**src/rtl/regfile_arbiter.sv**
```systemverilog
// Two-requester round-robin front end for a small register file.
// Each transaction is IDLE (grant) -> ACCESS (storage op) -> ACK (one-cycle pulse).
module regfile_arbiter #(
  parameter int DW   = 8,
  parameter int NREG = 4
) (
  input  logic          clk,
  input  logic          reset,
  input  logic          req0,
  input  logic          req1,
  input  logic          we0,
  input  logic          we1,
  input  logic [1:0]    addr0,
  input  logic [1:0]    addr1,
  input  logic [DW-1:0] wdata0,
  input  logic [DW-1:0] wdata1,
  output logic          ack0,
  output logic          ack1,
  output logic [DW-1:0] rdata0,
  output logic [DW-1:0] rdata1,
  output logic          busy,
  output logic          gnt_id
);

  typedef enum logic [1:0] {
    IDLE   = 2'd0,
    ACCESS = 2'd1,
    ACK    = 2'd2
  } state_t;

  state_t        state_q, state_d;
  logic          prio_q, prio_d;
  logic          gnt_q, gnt_d;
  logic          we_q, we_d;
  logic [1:0]    addr_q, addr_d;
  logic [DW-1:0] wdata_q, wdata_d;
  logic [DW-1:0] rdata0_q, rdata0_d;
  logic [DW-1:0] rdata1_q, rdata1_d;
  logic          ack0_q, ack0_d;
  logic          ack1_q, ack1_d;
  logic [DW-1:0] mem_q [NREG];
  logic [DW-1:0] mem_d [NREG];
  logic          winner;

  // A lone requester always wins; under contention the pointer decides.
  assign winner = (req0 && req1) ? prio_q : req1;

  always_comb begin
    state_d  = state_q;
    prio_d   = prio_q;
    gnt_d    = gnt_q;
    we_d     = we_q;
    addr_d   = addr_q;
    wdata_d  = wdata_q;
    rdata0_d = rdata0_q;
    rdata1_d = rdata1_q;
    ack0_d   = 1'b0;
    ack1_d   = 1'b0;
    mem_d    = mem_q;

    unique case (state_q)
      IDLE: begin
        if (req0 || req1) begin
          gnt_d   = winner;
          prio_d  = ~winner;
          we_d    = winner ? we1    : we0;
          addr_d  = winner ? addr1  : addr0;
          wdata_d = winner ? wdata1 : wdata0;
          state_d = ACCESS;
        end
      end
      ACCESS: begin
        if (we_q) begin
          mem_d[addr_q] = wdata_q;
        end else if (gnt_q) begin
          rdata1_d = mem_q[addr_q];
        end else begin
          rdata0_d = mem_q[addr_q];
        end
        ack0_d  = ~gnt_q;
        ack1_d  = gnt_q;
        state_d = ACK;
      end
      ACK: begin
        state_d = IDLE;
      end
      default: begin
        state_d = IDLE;
      end
    endcase
  end

  always_ff @(posedge clk) begin
    if (reset) begin
      state_q  <= IDLE;
      prio_q   <= 1'b0;
      gnt_q    <= 1'b0;
      we_q     <= 1'b0;
      addr_q   <= '0;
      wdata_q  <= '0;
      rdata0_q <= '0;
      rdata1_q <= '0;
      ack0_q   <= 1'b0;
      ack1_q   <= 1'b0;
      for (int unsigned i = 0; i < NREG; i++) begin
        mem_q[i] <= '0;
      end
    end else begin
      state_q  <= state_d;
      prio_q   <= prio_d;
      gnt_q    <= gnt_d;
      we_q     <= we_d;
      addr_q   <= addr_d;
      wdata_q  <= wdata_d;
      rdata0_q <= rdata0_d;
      rdata1_q <= rdata1_d;
      ack0_q   <= ack0_d;
      ack1_q   <= ack1_d;
      for (int unsigned i = 0; i < NREG; i++) begin
        mem_q[i] <= mem_d[i];
      end
    end
  end

  assign ack0   = ack0_q;
  assign ack1   = ack1_q;
  assign rdata0 = rdata0_q;
  assign rdata1 = rdata1_q;
  assign busy   = (state_q != IDLE);
  assign gnt_id = gnt_q;

  // Acks are mutually exclusive and only ever coincide with the ACK state.
  a_ack_onehot : assert property (@(posedge clk) disable iff (reset) !(ack0_q && ack1_q));
  a_ack_state  : assert property (@(posedge clk) disable iff (reset)
                                  (ack0_q || ack1_q) |-> (state_q == ACK));

endmodule

```
**config.mk**
```make
export PLATFORM = sky130hd
export DESIGN_NAME = regfile_arbiter
export DESIGN_NICKNAME = d
export VERILOG_FILES = /design/src/rtl/regfile_arbiter.sv
export SDC_FILE = /design/constraint.sdc
export NUM_CORES = 1
export LEC_CHECK = 0
export BUFFER_PORTS_ARGS = -buffer_cell sky130_fd_sc_hd__buf_2
export CORE_MARGIN = 1
export CORE_UTILIZATION = 40
export DETAILED_ROUTE_END_ITERATION = 10
export RECOVER_POWER = 100
export SKIP_LAST_GASP = 1
export SLEW_MARGIN = 20
export SYNTH_ARGS = -nofsm -noshare
export SYNTH_HDL_FRONTEND = slang
export SYNTH_SLANG_ARGS = --single-unit
```
**constraint.sdc**
```tcl
create_clock -name clk -period 1.9 [get_ports clk]
set_clock_uncertainty 0.15 [all_clocks]
set_input_delay 0.095 -clock clk [delete_from_list [all_inputs] [get_ports clk]]
set_output_delay 0.095 -clock clk [all_outputs]
set_load 0.03 [all_outputs]
```
==> flow_summary.yaml <==
power_and_ir_drop:
  ir_drop_v: 0.000376
  p_int_w: 0.00217
  p_comb_frac: 0.129
  seqPwrFrac: 0.487
  clkPwrFrac: 0.384
  power_density_nw_per_um2: 876
  net-switching-power_w: 0.000840
  power_w: 0.00301
  sw_frac_of_total: 0.279
  leakage_nw: 1.19
detailed_routing:
  vias_per_cell: 5.61
  vias: 2442
  drc: 0
  wl_per_cell_microns: 16.0
  wl_microns: 6970
  first_pass_iters: 6
  first_iter_violations: 196
  antenna_left: 0
final_layout:
  num-nets-final: 379
  most-common-layout-cells: "dfxtp_1 (65), a21oi_1 (47), o21ai_0 (44), nand3_1 (32), buf_2 (25)"
  final_cells: 435
  syn_to_final_growth_pct: 26.1
  final_cell_area_sq_um: 3440
  n_antenna_cell: 0
  final_common_cell: "dfxtp_1"
  drive_above_1_share: 0.190
global_routing:
  grt_pass1_wl_microns: 11100
  grt_max_degree: 32
  grtUsageTotal: 0.200
  overflow: 0
  grt_pass1_vias: 2205
  antenna_found_initial: 0
floorplan:
  die_y_microns: 84.6
  initial_core_util: 0.422
  die_area_sq_um: 7150
  num_io_pins: 46
  die_x_microns: 84.6
  core_sq_um: 6460
  std_cell_rows: 29
synth:
  synth-seq-area-share: 0.477
  synth_area_sq_um: 2730
  syn_nets: 312
  ys_ff_latch: 65
  avgSynthCellArea_sq_um: 9.54
  yosysWarnings: 0
  syn_inst: 286
  synth.distinct_cells: 28
timing:
  rsz0062_at_grt: "false"
  period_minus_slack_ns: 1.75
  setup_viol: 0
  timing.final.crit_share: 0.919
  worstMarginPinSlew_ns: 0.726
  maxSlewHeadroom: 0.515
  finalHoldViolCount: 0
  finalMaxSlewViolations: 0
  timing.fmax_mhz: 573
  tns_ns: 0
cts:
  htree_num_levels: 3
  cts_resized: 0
  worstSkewPairLatency_ns: 0.34
  clk_pin_slew_ns: 0.07
  cts-buffers-inserted: 9
  cts_tree: "yes"
  root_buffer: "clkbuf_8"
  clockBufferDepth: 2
  clock_sinks: 65
  postCtsSetupBuffers: 0
run_status:
  status: "finished, final reports clean"
flow_run:
  maxCapViolations: 0
critical_path:
  crit_fanout: 12
  required_ns: 1.99
  path_class: "reg2reg"
  worstPathArrival_ns: 1.84
  endpoint_kind: "flop"
  startpoint_type: "flop"
place:
  io_buffers: 45
  hpwl_microns: 4310
  place_area_sq_um: 3050
  dp.cells: 396
  gp_congestion: 0.799
worst_hold_path:
  hold_path_class: "in2reg"
## worst max-delay path: stages, from the launching register on
cell	delay, ns
dfxtp_1	0.70
mux4_2	0.59
a22o_1	0.20
## synthesized netlist by cell type
| library cell | count | area (sq um) |
|---|---|---|
| dfxtp_1 | 65 | 1300 |
| a21oi_1 | 47 | 235 |
| o21ai_0 | 44 | 220 |
| nand3_1 | 32 | 160 |
| a22o_1 | 16 | 140 |
| clkbuf_1 | 14 | 52.6 |
| a311oi_1 | 12 | 105 |
| nand3b_1 | 12 | 90.1 |
| buf_2 | 8 | 40.0 |
| mux4_2 | 8 | 180 |
| and2_1 | 3 | 18.8 |
| inv_1 | 3 | 11.3 |
| clkbuf_2 | 2 | 10.0 |
| nor2_1 | 2 | 7.51 |
| nor2b_1 | 2 | 12.5 |
| nor3_4 | 2 | 32.5 |
| nor3b_1 | 2 | 15.0 |
| or3b_4 | 2 | 22.5 |
| and3b_1 | 1 | 8.76 |
| buf_1 | 1 | 3.75 |
| buf_4 | 1 | 7.51 |
| nand2_1 | 1 | 3.75 |
| nand2b_1 | 1 | 6.26 |
| nor2_2 | 1 | 6.26 |
| nor3_1 | 1 | 5.00 |
| nor3b_4 | 1 | 18.8 |
| or2_2 | 1 | 6.26 |
| or3_1 | 1 | 6.26 |
## cell families after synthesis
| logic type | share of synthesized area |
|---|---|
| multiplexers | 0.0661 |
| buffers and inverters | 0.0459 |
| AND/OR/NAND/NOR | 0.154 |
| flip-flops | 0.477 |
| AO/OA/AOI/OAI | 0.257 |
## through the flow
stage / worst slack, ns / util / hold WS [ns]
CTS: 0.121 / 0.539 / 0.00329
global route: 0.00599 / 0.532 / 0.0352
detailed placement: 0.138 / 0.473 / 0.243
global placement: 0.177 / 0.473 / 0.238
finish: 0.154 / 0.532 / 0.0189
floorplan: 0.335 / - / 0.0356
## final cells by class
cell class,instances,area [sq um]
fillers,626,3020
flip-flops and latches,65,1300
multi-input cells,192,1300
repair buffers,82,533
clock buffers,9,124
well taps,77,96.3
clock inverters,7,71.3
inverters,3,11.3
## sequential cells by signal, summed over array words and instances, names as in the netlist
register,flops
ack1,1
rdata0,8
we_q,1
state_q,2
gnt_id,1
mem_q,32
rdata1,8
ack0,1
addr_q,2
prio_q,1
wdata_q,8
## power groups by stage
| stage | Combinational, W | Clock [W] | Sequential, W |
|---|---|---|---|
| 6_report | 0.000388 | 0.00116 | 0.00147 |
| 5_1_grt | 0.000422 | 0.00126 | 0.00147 |
| 2_1_floorplan | 0.000242 | 0 | 0.00147 |
| 4_1_cts | 0.000395 | 0.00118 | 0.00147 |
| 3_3_place_gp | 0.000355 | 0 | 0.00150 |
| 3_5_place_dp | 0.000358 | 0 | 0.00150 |
## per-layer routing
metal | GRT usage | part of all wire | vias up
li1 | - | - | 1215
met1 | 0.270 | 0.49 | 1156
met2 | 0.306 | 0.45 | 57
met3 | 0.0364 | 0.038 | 14
met4 | 0.106 | 0.020 | 0
met5 | 0 | 0 | -
## repair_timing
| item | CTS | global route |
|---|---|---|
| endpoints found under the setup margin | 0 | 0 |
| hold endpoints to repair | 13 | 0 |
| hold buffers | 23 | 0 |
## path summary, 6_finish.rpt
path                                        startpoint                endpoint  slack (ns)  depth (start not counted)
worst max-delay path            addr_q[1]$_SDFFE_PP0P_  rdata1[6]$_SDFFE_PP0P_        0.15                          2
worst min-delay path                              req1     prio_q$_SDFFE_PP0P_        0.02                          2
worst max register to register  addr_q[1]$_SDFFE_PP0P_  rdata1[6]$_SDFFE_PP0P_        0.15                          2
worst min register to register  mem_q[16]$_SDFFE_PP0P_  mem_q[16]$_SDFFE_PP0P_        0.33                          2
Power figures use the tool's default switching activity.
